$ cat config.mk
export PLATFORM = sky130hd
export DESIGN_NAME = hyperram_arbiter
export DESIGN_NICKNAME = d
export VERILOG_FILES = /design/src/rtl/hyperram_arbiter_pkg.sv /design/src/rtl/hyperram_arbiter.sv
export SDC_FILE = /design/constraint.sdc
export NUM_CORES = 1
export LEC_CHECK = 0
export ABC_AREA = 1
export CAP_MARGIN = 25
export CORE_AREA = 2 2 232 234
export CTS_CLUSTER_SIZE = 25
export DETAILED_ROUTE_END_ITERATION = 16
export DIE_AREA = 0 0 234 236
export HOLD_SLACK_MARGIN = 0.12
export MAX_ROUTING_LAYER = met4
export SLEW_MARGIN = 20
export SYNTH_ARGS = -nofsm -noshare
export SYNTH_HDL_FRONTEND = slang
export SYNTH_SLANG_ARGS = --single-unit
$ cat constraint.sdc
create_clock -name iClk -period 3.91 [get_ports iClk]
set_clock_uncertainty 0.05 [all_clocks]
set_input_delay 0.782 -clock iClk [delete_from_list [all_inputs] [get_ports iClk]]
set_output_delay 0.782 -clock iClk [all_outputs]
set_load 0.03 [all_outputs]
$ cat src/rtl/hyperram_arbiter_pkg.sv
// ---------------------------------------------------------------------------
// hyperram_arbiter_pkg
// Shared constants for the HyperRAM arbiter and its op controller:
//   - op controller opcodes (oOpReq encoding)
//   - arbiter FSM state encodings
//   - bus widths and a helper that maps a granted port to its memory opcode
// ---------------------------------------------------------------------------
package hyperram_arbiter_pkg;

    localparam int ADDR_W = 23;
    localparam int DATA_W = 128;

    // Opcodes understood by the HyperRAM op controller
    localparam logic [2:0] OP_HW_RESET = 3'b000;
    localparam logic [2:0] OP_RD_REG   = 3'b001;
    localparam logic [2:0] OP_WR_REG   = 3'b010;
    localparam logic [2:0] OP_RD_MEM   = 3'b011;
    localparam logic [2:0] OP_WR_MEM   = 3'b100;

    // Arbiter FSM states
    localparam logic [2:0] ST_POR_WAIT = 3'd0;
    localparam logic [2:0] ST_INIT_RST = 3'd1;
    localparam logic [2:0] ST_INIT_CFG = 3'd2;
    localparam logic [2:0] ST_IDLE     = 3'd3;
    localparam logic [2:0] ST_ISSUE    = 3'd4;
    localparam logic [2:0] ST_RELEASE  = 3'd5;

    // Memory opcode for the granted requester
    function automatic logic [2:0] mem_opcode(input logic is_write);
        return is_write ? OP_WR_MEM : OP_RD_MEM;
    endfunction

endpackage

$ cat src/rtl/hyperram_arbiter.sv
// ---------------------------------------------------------------------------
// hyperram_arbiter
// Arbitrates one write requester and one read requester onto a HyperRAM op
// controller. After reset it waits POR_CYCLES, issues a HW reset op and a
// register-write (config) op, then serves requests round-robin. Each issued
// op is bounded by TIMEOUT_CYCLES; a timeout sets the sticky oErr and still
// acknowledges the requester so nothing upstream stalls.
//
// Ports
//   iClk, iRstN              clock, asynchronous active-low reset
//   iWrReq/iWrAddr/iWrData   write request (held until oWrAck), addr/data
//   oWrAck                   1-cycle pulse, write completed
//   iRdReq/iRdAddr           read request (held until oRdAck), addr
//   oRdAck/oRdData           1-cycle pulse, registered read data
//   oEn/oOpReq               op enable and opcode to the op controller
//   oOpMemAddr/oOpMemData    address/write data for the issued op
//   iRdData/iOpDone          read data and completion from the op controller
//   oReady                   init sequence finished, accepting requests
//   oErr                     sticky: some op timed out
// ---------------------------------------------------------------------------
module hyperram_arbiter
    import hyperram_arbiter_pkg::*;
#(
    parameter int POR_CYCLES     = 32768,
    parameter int TIMEOUT_CYCLES = 4096
) (
    input  logic         iClk,
    input  logic         iRstN,
    input  logic         iWrReq,
    input  logic [22:0]  iWrAddr,
    input  logic [127:0] iWrData,
    output logic         oWrAck,
    input  logic         iRdReq,
    input  logic [22:0]  iRdAddr,
    output logic         oRdAck,
    output logic [127:0] oRdData,
    output logic         oEn,
    output logic [2:0]   oOpReq,
    output logic [22:0]  oOpMemAddr,
    output logic [127:0] oOpMemData,
    input  logic [127:0] iRdData,
    input  logic         iOpDone,
    output logic         oReady,
    output logic         oErr
);

    localparam int POR_W = (POR_CYCLES > 1) ? $clog2(POR_CYCLES) : 1;
    localparam int TMO_W = (TIMEOUT_CYCLES > 1) ? $clog2(TIMEOUT_CYCLES) : 1;
    localparam logic [POR_W-1:0] POR_LAST = POR_W'(POR_CYCLES - 1);
    localparam logic [TMO_W-1:0] TMO_LAST = TMO_W'(TIMEOUT_CYCLES - 1);

    logic [2:0]         r_state;
    logic [POR_W-1:0]   r_por_cnt;
    logic [TMO_W-1:0]   r_tmo_cnt;
    logic               r_en;
    logic [2:0]         r_op;
    logic [ADDR_W-1:0]  r_addr;
    logic [DATA_W-1:0]  r_data;
    logic [DATA_W-1:0]  r_rd_data;
    logic               r_wr_ack;
    logic               r_rd_ack;
    logic               r_ready;
    logic               r_err;
    logic               r_gnt_wr;   // granted port of the op in flight
    logic               r_prio_rd;  // tie-break goes to read when set

    logic               w_any_req;
    logic               w_grant_wr;
    logic               w_tmo_hit;
    logic [2:0]         w_stage_op;

    assign w_any_req  = iWrReq | iRdReq;
    // Write wins when alone, or on a tie when read does not hold priority.
    assign w_grant_wr = iWrReq & (~iRdReq | ~r_prio_rd);
    assign w_tmo_hit  = (r_tmo_cnt == TMO_LAST);

    always_comb begin
        w_stage_op = OP_HW_RESET;
        case (r_state)
            ST_INIT_CFG: w_stage_op = OP_WR_REG;
            ST_ISSUE:    w_stage_op = mem_opcode(r_gnt_wr);
            default:     w_stage_op = OP_HW_RESET;
        endcase
    end

    always_ff @(posedge iClk or negedge iRstN) begin
        if (!iRstN) begin
            r_state   <= ST_POR_WAIT;
            r_por_cnt <= '0;
            r_tmo_cnt <= '0;
            r_en      <= 1'b0;
            r_op      <= '0;
            r_addr    <= '0;
            r_data    <= '0;
            r_rd_data <= '0;
            r_wr_ack  <= 1'b0;
            r_rd_ack  <= 1'b0;
            r_ready   <= 1'b0;
            r_err     <= 1'b0;
            r_gnt_wr  <= 1'b0;
            r_prio_rd <= 1'b0;
        end else begin
            r_wr_ack <= 1'b0;
            r_rd_ack <= 1'b0;

            case (r_state)
                ST_POR_WAIT: begin
                    if (r_por_cnt == POR_LAST) begin
                        r_por_cnt <= '0;
                        r_state   <= ST_INIT_RST;
                    end else begin
                        r_por_cnt <= r_por_cnt + 1'b1;
                    end
                end

                // The three op-driving states share one handshake: the
                // first cycle in the state raises oEn and clears the
                // timeout counter; after that, done or timeout ends the op.
                // iOpDone is only looked at while oEn is high.
                ST_INIT_RST, ST_INIT_CFG, ST_ISSUE: begin
                    if (!r_en) begin
                        r_en      <= 1'b1;
                        r_op      <= w_stage_op;
                        r_tmo_cnt <= '0;
                    end else if (iOpDone || w_tmo_hit) begin
                        r_en <= 1'b0;
                        if (!iOpDone) begin
                            r_err <= 1'b1;
                        end
                        case (r_state)
                            ST_INIT_RST: begin
                                if (iOpDone) begin
                                    r_state <= ST_INIT_CFG;
                                end else begin
                                    // A stuck init is abandoned; oErr flags it.
                                    r_ready <= 1'b1;
                                    r_state <= ST_IDLE;
                                end
                            end
                            ST_INIT_CFG: begin
                                r_ready <= 1'b1;
                                r_state <= ST_IDLE;
                            end
                            default: begin
                                if (r_gnt_wr) begin
                                    r_wr_ack <= 1'b1;
                                end else begin
                                    r_rd_ack <= 1'b1;
                                    // On timeout the previous read data is kept.
                                    if (iOpDone) begin
                                        r_rd_data <= iRdData;
                                    end
                                end
                                r_state <= ST_RELEASE;
                            end
                        endcase
                    end else begin
                        r_tmo_cnt <= r_tmo_cnt + 1'b1;
                    end
                end

                ST_IDLE: begin
                    if (w_any_req) begin
                        r_gnt_wr  <= w_grant_wr;
                        r_prio_rd <= w_grant_wr;
                        if (w_grant_wr) begin
                            r_addr <= iWrAddr;
                            r_data <= iWrData;
                        end else begin
                            r_addr <= iRdAddr;
                        end
                        r_state <= ST_ISSUE;
                    end
                end

                // One dead cycle so the acked requester can drop its request
                // before the next arbitration.
                ST_RELEASE: begin
                    r_state <= ST_IDLE;
                end

                default: begin
                    r_state <= ST_POR_WAIT;
                end
            endcase
        end
    end

    assign oEn        = r_en;
    assign oOpReq     = r_op;
    assign oOpMemAddr = r_addr;
    assign oOpMemData = r_data;
    assign oRdData    = r_rd_data;
    assign oWrAck     = r_wr_ack;
    assign oRdAck     = r_rd_ack;
    assign oReady     = r_ready;
    assign oErr       = r_err;

endmodule

==> results of run 1 <==
==> registers in the layout, indices dropped and copies added (netlist names) <==
name and cells:
oEn 1, oOpReq 3, r_state 3, oOpMemData 128
oOpMemAddr 23, r_por_cnt 15, oRdData 128, oReady 1
oWrAck 1, r_prio_rd 1, r_tmo_cnt 12, oErr 1
oRdAck 1
==> layer usage <==
| metal | global-route usage [%] | wire [um] |
|---|---|---|
| met1 | 18.3 | 17700 |
| met2 | 26.1 | 22100 |
| met3 | 3.94 | 3030 |
| met4 | 4.26 | 826 |
| met5 | - | 0 |
==> cells in the mapped netlist <==
library cell	number	share of area (%)
nor2_1	52	1.5
nand2_2	2	0.096
o21ai_0	16	0.62
nor2_2	1	0.048
o21bai_1	1	0.058
a31o_2	1	0.068
o31ai_1	1	0.058
inv_2	1	0.029
nand3_2	1	0.077
nor3_2	1	0.077
nand4_1	11	0.53
buf_6	13	1.1
clkinv_1	1	0.029
inv_1	30	0.87
buf_2	45	1.7
and2_1	1	0.048
clkbuf_1	6	0.17
ha_1	2	0.19
a31oi_1	23	1.1
a21oi_1	3	0.12
o22ai_1	1	0.048
nor3_1	10	0.39
buf_1	3	0.087
mux2_1	14	1.2
mux2_2	114	9.9
nand3_1	152	5.9
xor2_1	8	0.54
xnor2_1	4	0.27
buf_4	2	0.12
nand2_1	402	12
o211ai_1	1	0.058
dfrtp_1	318	61
==> per-stage QoR <==
step / setup slack (ns) / cells
after floorplan: 1.88 / 1241
after global placement: 1.05 / 2478
after detailed placement: 1.02 / 2478
after CTS: 1.13 / 2550
after global routing: 1.08 / 2553
final: 1.17 / 2553
==> report_power, final <==
| group | leakage [nW] | internal, mW | switching [mW] |
|---|---|---|---|
| Combinational | 4.88 | 0.492 | 0.432 |
| Sequential | 4.27 | 3.38 | 0.0499 |
| Clock | 0.623 | 2.09 | 1.44 |
==> how the worst min path moves through the flow <==
stage                           to  slack, ns         start  depth (start not counted)
floorplan             r_por_cnt[4]       0.41  r_por_cnt[4]                          1
global placement       oRdData[70]       0.40   oRdData[70]                          2
detailed placement    oRdData[126]       0.41  oRdData[126]                          2
CTS                 oOpMemData[24]       0.20         iRstN                          1
global route        oOpMemData[44]       0.24         iRstN                          1
finish              oOpMemData[44]       0.21         iRstN                          1
==> logic make-up after synthesis <==
kind of cell | Yosys count | share of synthesized area (%)
adders and majority gates | 2 | 0.193
AOI/OAI and AO/OA | 47 | 2.13
xor gates and xnor gates | 12 | 0.810
DFF | 318 | 61.3
and+or+nand+nor | 633 | 20.3
buffers and inverters | 101 | 4.17
muxes | 128 | 11.1
==> layout make-up <==
cell class              count  share of cell area [%]
flip-flops and latches    318                    38.0
repair buffers            610                    29.6
multi-input cells         822                    21.5
clock buffers              55                    5.40
well taps                 696                    4.16
clock inverters            17                   0.622
inverters                  32                   0.586
diodes                      3                  0.0359
==> flow_metrics.env, run 1 <==
export IMPL_min_path_type="primary input to async pin"
export IMPL_final_hold_viol_count=0
export IMPL_drt_iter0_drc=607
export IMPL_crit_start="oEn"
export IMPL_io_pins=594
export IMPL_grt_max_degree=129
export IMPL_fin_crit_sh_pct=70.2
export IMPL_antenna_found_initial=3
export IMPL_crit_buf_inv=1
export IMPL_fin_util_pct=39.4
export IMPL_grt_pass1_wl_um=64800
export IMPL_post_route_min_period_ns=2.74
export IMPL_endpoint="oEn"
export IMPL_drv_cap=0
export IMPL_cts_clk_slew_worst_paths_ns=0.06
export IMPL_power_density_nw_per_um2=377
export IMPL_port_buffers=593
export IMPL_mostFrequentLayoutCells="clkdlybuf4s50_1, nand2_1, dfrtp_1, nand3_1, mux2_2"
export IMPL_fmax_mhz=364
export IMPL_drc=0
export IMPL_tightest_slew_ns=0.708
export IMPL_grt_util_all_layers_pct=15.5
export IMPL_path_class="flop to output port"
export IMPL_hold_buffers=0
export IMPL_cp_num_cells=1
export IMPL_cts_htree_levels=2
export IMPL_crit_chain="clkdlybuf4s50_1"
export IMPL_num_vias=11100
export IMPL_slowest_stage="clkdlybuf4s50_1"
export IMPL_syn2layout_area_growth_pct=61.2
export IMPL_yosys_warnings=0
export IMPL_drt_vias_per_instance=4.34
export IMPL_status="completed"
export IMPL_synthDistinctLibCells=32
export IMPL_grt_pass1_vias=11000
export IMPL_syn_num_nets=1550
export IMPL_critPathRequiredTime_ns=3.08
export IMPL_critPathMaxStageDelay_ns=0.78
export IMPL_crit_reg2reg_launch="r_tmo_cnt[0]"
export IMPL_clockBufferDepth=3
export IMPL_power_mw=7.89
export IMPL_synth_cell_area_sq_um=13000
export IMPL_worstPathArrival_ns=1.91
export IMPL_cts_setup_buffers=0
export IMPL_routed_wl_um=43600
export IMPL_rrSetupSlack_ns=1.48
export IMPL_cp_max_fo=11
export IMPL_coreArea_sq_um=53100
export IMPL_die_width_um=234
export IMPL_drt_pass1_iterations=7
export IMPL_grt_setup_unrepaired="false"
export IMPL_cts_resized=0
export IMPL_final_common_cell="clkdlybuf4s50_1"
export IMPL_critPathTopFamily="buffers and inverters"
export IMPL_syn_inst=1241
export IMPL_setup_viol=0
export IMPL_drive_above_1_share_pct=11.1
export IMPL_p_leak_nw=9.78
export IMPL_multi_input_area_sq_um=4510
export IMPL_wire_per_inst_um=17.1
export IMPL_synth_seq_area_share_pct=61.3
export IMPL_drv_slew=0
export IMPL_clk_latency_ns=0.54
export IMPL_place_gp_congestion=0.846
export IMPL_critPathCaptureType="output port"
export IMPL_nets=2133
export IMPL_cts_tree="yes"
export IMPL_regArea_sq_um=7960
export IMPL_whs_ns=0.208
export IMPL_r2r_end="oRdData[68]"
export IMPL_die_y_um=236
export IMPL_placed_area_sq_um=19700
export IMPL_r2r_cells=10
export IMPL_relSlewSlack_pct=52.8
export IMPL_ys_ff_latch=318
export IMPL_rows=85
export IMPL_dp_hpwl_um=31900
export IMPL_fillers=5122
export IMPL_initial_core_util_pct=24.4
export IMPL_clock_sinks=318
export IMPL_tns_ns=0
export IMPL_root_buffer="clkbuf_16"
export IMPL_critPathLaunchType="flop"
export IMPL_ant_nets=0
export IMPL_final_cell_area_sq_um=20900
export IMPL_avgSynthCellArea_sq_um=10.5
export IMPL_dieArea_sq_um=55200
export IMPL_numCtsBuffers=40
export IMPL_gr_total_overflow=0
export IMPL_max_vdd_ir_drop_uv=266
No activity file was read; power rests on OpenSTA's default activity.
==> run 2, diff against run 1 <==
- CORE_AREA: 2 2 232 234 -> 2 2 233 235
- DIE_AREA: 0 0 234 236 -> 0 0 235 237
- clock period: 3.91 -> 2.8 ns (I/O delays scaled with it)
==> run 2 against run 1 <==
Utilization grew 0.24 points. Register-to-register slack lost 0.91 ns. Sequential share of layout area shrank 0.39 points. Wire length grew 6.5%. Sequential power grew 40%. Critical endpoint unchanged. Sequential cell count is the same. Global-route usage grew 1.0 points. Power grew 43%. First-iteration DRC count shrank 23%. Critical path depth is the same.
==> flow_metrics.env, run 2 (same netlist as run 1, synthesis figures left out) <==
export IMPL_status="completed"
export IMPL_drv_cap=0
export IMPL_clockBufferDepth=3
export IMPL_grt_max_degree=91
export IMPL_grt_pass1_wl_um=69800
export IMPL_die_y_um=237
export IMPL_min_path_type="flop to flop"
export IMPL_io_pins=594
export IMPL_mostFrequentLayoutCells="clkdlybuf4s50_1, nand2_1, dfrtp_1, nand3_1, mux2_2"
export IMPL_coreArea_sq_um=53300
export IMPL_critPathTopFamily="buffers and inverters"
export IMPL_tns_ns=0
export IMPL_nets=2150
export IMPL_dp_hpwl_um=34800
export IMPL_final_hold_viol_count=0
export IMPL_combPwrFrac_pct=11.8
export IMPL_whs_ns=0.417
export IMPL_grt_util_all_layers_pct=16.6
export IMPL_routed_wl_um=46500
export IMPL_intPower_mw=8.54
export IMPL_crit_buf_inv=1
export IMPL_num_vias=11200
export IMPL_port_buffers=593
export IMPL_antenna_found_initial=3
export IMPL_pwr_share_clk_pct=45.7
export IMPL_cts_tree="yes"
export IMPL_drt_iter0_drc=467
export IMPL_pwr_share_seq_pct=42.4
export IMPL_fin_crit_sh_pct=90.4
export IMPL_relSlewSlack_pct=67.5
export IMPL_clk_latency_ns=0.55
export IMPL_dieArea_sq_um=55700
export IMPL_power_density_nw_per_um2=535
export IMPL_ant_nets=0
export IMPL_drt_vias_per_instance=4.37
export IMPL_fmax_mhz=395
export IMPL_wire_per_inst_um=18.1
export IMPL_cts_resized=0
export IMPL_final_common_cell="clkdlybuf4s50_1"
export IMPL_root_buffer="clkbuf_16"
export IMPL_rows=85
export IMPL_drt_pass1_iterations=5
export IMPL_critPathCaptureType="output port"
export IMPL_drc=0
export IMPL_grt_setup_unrepaired="false"
export IMPL_tightest_slew_ns=0.486
export IMPL_numCtsBuffers=39
export IMPL_drv_slew=0
export IMPL_place_gp_congestion=0.888
export IMPL_p_switching_mw=2.76
export IMPL_swShare_pct=24.4
export IMPL_slowest_stage="clkdlybuf4s50_1"
export IMPL_clock_sinks=318
export IMPL_cts_htree_levels=2
export IMPL_worstPathArrival_ns=1.92
export IMPL_post_route_min_period_ns=2.53
export IMPL_syn2layout_area_growth_pct=62.9
export IMPL_critPathLaunchType="flop"
export IMPL_p_leak_nw=9.89
export IMPL_cp_max_fo=11
export IMPL_critPathRequiredTime_ns=2.19
export IMPL_gr_total_overflow=0
export IMPL_cts_setup_buffers=0
export IMPL_drive_above_1_share_pct=12.0
export IMPL_initial_core_util_pct=24.4
export IMPL_setup_viol=0
export IMPL_die_width_um=235
export IMPL_cts_clk_slew_worst_paths_ns=0.06
export IMPL_max_vdd_ir_drop_uv=355
export IMPL_crit_chain="clkdlybuf4s50_1"
export IMPL_critPathMaxStageDelay_ns=0.78
export IMPL_grt_pass1_vias=11400
export IMPL_path_class="flop to output port"
==> run 2: changes by cell type in the layout (fill, tap and decap cells not counted), sizes merged, moves of 2 or more <==
cell and change:
clkinv -3, buf +17, inv -2, clkbuf +2
==> run 2: power by group through the flow <==
stage | Sequential [mW] | Clock (mW) | Combinational (mW)
final | 4.80 | 5.17 | 1.34
after global routing | 4.81 | 5.54 | 1.41
after CTS | 4.80 | 5.37 | 1.36
after detailed placement | 4.88 | 0 | 1.35
after global placement | 4.87 | 0 | 1.34
after floorplan | 5.12 | 0 | 0.174
==> run 2: per-stage QoR <==
stage          setup slack, ns  total power, mW  std cells  instance area, sq um  util, %
2_1_floorplan            0.996             5.30       1241                 13000        -
3_3_place_gp             0.448             6.22       2495                 19800     37.1
3_5_place_dp             0.423             6.23       2495                 19800     37.1
4_1_cts                  0.178             11.5       2567                 21100     39.6
5_1_grt                  0.136             11.8       2569                 21100     39.7
6_report                 0.269             11.3       2569                 21100     39.7
==> run 2: per-layer routing <==
metal	part of all wire [%]	track usage, %	vias to the layer above
li1	-	-	5302
met1	42	20.0	5458
met2	49	27.0	363
met3	6.4	3.98	93
met4	3.2	6.14	0
met5	0	-	-
==> run 2: worst reg2reg max path: cells and delay by family, from the launching register on <==
kind,cells,cell delay (ns)
flops,1,0.39
simple gates,8,1.05
buf+inv,2,0.37
fa+ha+maj,1,0.25
==> run 2: area by class of cell <==
cell class	count	area, sq um
Multi-Input combinational cell	822	4510
Timing Repair Buffer	628	6340
Antenna cell	2	5.00
Sequential cell	318	7960
Clock inverter	14	150
Clock buffer	57	1170
Inverter	32	123
Tap cell	696	871
Fill cell	5148	32200
==> run 2: worst paths after layout <==
check	end	slack, ns	depth (start not counted)	startpoint
max	oEn	0.27	1	oEn
min	oRdData[104]	0.42	2	oRdData[104]
max reg2reg	oRdData[66]	0.57	11	r_tmo_cnt[0]
min reg2reg	oRdData[104]	0.42	2	oRdData[104]
max in group asynchronous	oOpMemData[81]	1.37	4	iRstN
min in group asynchronous	oOpMemData[87]	0.51	2	iRstN
==> run 2: timing repair <==
item | 4_1_cts | 5_1_grt
endpoints found under the hold margin | 39 | 0
setup endpoints to repair | 0 | 0
hold buffers | 1 | 0
==> run 3, diff against run 2 <==
- CORE_AREA: 2 2 233 235 -> 2 2 232 234
- DIE_AREA: 0 0 235 237 -> 0 0 234 236
- GPL_TIMING_DRIVEN: unset -> 1
==> run 3 against run 2 <==
Final area is 0.95% lower. Via count is 1.5% lower. Global-route usage is 0.67 points lower. Sequential share of layout area is 0.36 points higher. Critical path depth stayed put. Non-clock buffer count is 5 lower. Largest cell class unchanged. Critical path type unchanged. Register-to-register slack worse by 0.06 ns. Highest routed layer unchanged. Utilization is 0.22 points lower. Combinational power hardly changed.
==> flow_metrics.env, run 3 (same netlist as run 1, synthesis figures left out) <==
export IMPL_drc=0
export IMPL_grt_setup_unrepaired="false"
export IMPL_drive_above_1_share_pct=11.3
export IMPL_slowest_stage="clkdlybuf4s50_1"
export IMPL_drt_vias_per_instance=4.31
export IMPL_critPathCaptureType="output port"
export IMPL_status="completed"
export IMPL_critPathLaunchType="flop"
export IMPL_rrSetupSlack_ns=0.51
export IMPL_wire_per_inst_um=17.2
export IMPL_worst_slack_ns=0.279
export IMPL_setup_viol=0
export IMPL_root_buffer="clkbuf_16"
export IMPL_num_vias=11100
export IMPL_crit_buf_inv=1
export IMPL_relSlewSlack_pct=50.5
export IMPL_cts_resized=0
export IMPL_mostFrequentLayoutCells="clkdlybuf4s50_1, nand2_1, dfrtp_1, nand3_1, mux2_2"
export IMPL_grt_pass1_vias=11100
export IMPL_place_gp_congestion=0.851
export IMPL_grt_util_all_layers_pct=15.9
export IMPL_max_vdd_ir_drop_uv=345
export IMPL_cp_max_fo=11
export IMPL_pre_cts_ws_ns=0.356
export IMPL_whs_ns=0.418
export IMPL_tightest_slew_ns=0.742
export IMPL_ant_nets=0
export IMPL_port_buffers=593
export IMPL_io_pins=594
export IMPL_fin_util_pct=39.4
export IMPL_cts_clk_slew_worst_paths_ns=0.06
export IMPL_routed_wl_um=44100
export IMPL_rows=85
export IMPL_drv_cap=0
export IMPL_dp_hpwl_um=32800
export IMPL_nets=2143
export IMPL_fillers=5173
export IMPL_dieArea_sq_um=55200
export IMPL_initial_core_util_pct=24.4
export IMPL_path_class="flop to output port"
export IMPL_fmax_mhz=397
export IMPL_grt_pass1_wl_um=66100
export IMPL_clockBufferDepth=3
export IMPL_crit_chain="clkdlybuf4s50_1"
export IMPL_gr_total_overflow=0
export IMPL_fin_crit_sh_pct=90.0
export IMPL_drt_iter0_drc=554
export IMPL_post_route_min_period_ns=2.52
export IMPL_antenna_found_initial=7
export IMPL_power_mw=10.8
export IMPL_syn2layout_area_growth_pct=61.3
export IMPL_critPathMaxStageDelay_ns=0.79
export IMPL_cts_htree_levels=2
export IMPL_drv_slew=0
export IMPL_cts_tree="yes"
export IMPL_numCtsBuffers=37
export IMPL_final_hold_viol_count=0
export IMPL_worstPathArrival_ns=1.91
export IMPL_critPathTopFamily="buffers and inverters"
export IMPL_final_common_cell="clkdlybuf4s50_1"
export IMPL_critPathRequiredTime_ns=2.19
export IMPL_drt_pass1_iterations=5
export IMPL_die_y_um=236
export IMPL_coreArea_sq_um=53100
export IMPL_clk_latency_ns=0.53
export IMPL_clock_sinks=318
export IMPL_tns_ns=0
export IMPL_grt_max_degree=129
export IMPL_die_width_um=234
export IMPL_p_leak_nw=9.79
export IMPL_power_density_nw_per_um2=517
export IMPL_min_path_type="flop to flop"
-- run 3: cell types whose count changed in the layout (fill, tap and decap cells not counted), sizes merged --
cell,previous run,this run
clkinv,8,6
clkinvlp,3,1
clkbuf,57,55
buf,35,30
bufinv,2,1
diode,2,7
-- run 3: what timing repair did --
item                      CTS  global route
hold endpoints to repair   68             0
setup buffers               0             0
hold buffers                1             0
-- run 3: final cells by class --
class / instances / area (sq um) / share of cell area [%]
clock buffers: 55 / 1090 / 5.23
repair buffers: 623 / 6280 / 30.0
clock inverters: 9 / 80.1 / 0.383
flip-flops and latches: 318 / 7960 / 38.0
multi-input cells: 822 / 4510 / 21.5
well taps: 696 / 871 / 4.16
diodes: 7 / 17.5 / 0.0837
inverters: 32 / 123 / 0.586
-- run 3: routing by layer --
metal  track usage, %  wire [um]
met1             18.9      17800
met2             25.8      21900
met3             3.93       3040
met4             6.25       1340
met5                -          0
-- run 3: power by group --
group	switching, mW	internal, mW	total [mW]
Sequential	0.0731	4.72	4.80
Clock	1.93	2.79	4.72
Combinational	0.614	0.698	1.31
-- run 3: final timing paths --
| check | from | end | cells after the start |
|---|---|---|---|
| worst max-delay path | oEn | oEn | 1 |
| min in group asynchronous | iRstN | oOpMemData[32] | 2 |
| worst max register to register | r_tmo_cnt[0] | oRdData[64] | 10 |
| worst min register to register | oRdData[127] | oRdData[127] | 2 |
| max in group asynchronous | iRstN | oOpMemData[79] | 3 |
| worst min-delay path | oRdData[127] | oRdData[127] | 2 |
-- run 3: per-stage QoR --
stage                     instance area, sq um  cells
final                                    20900   2562
after global routing                     20900   2562
after CTS                                20900   2555
after detailed placement                 19700   2490
after global placement                   19700   2490
after floorplan                          13000   1241
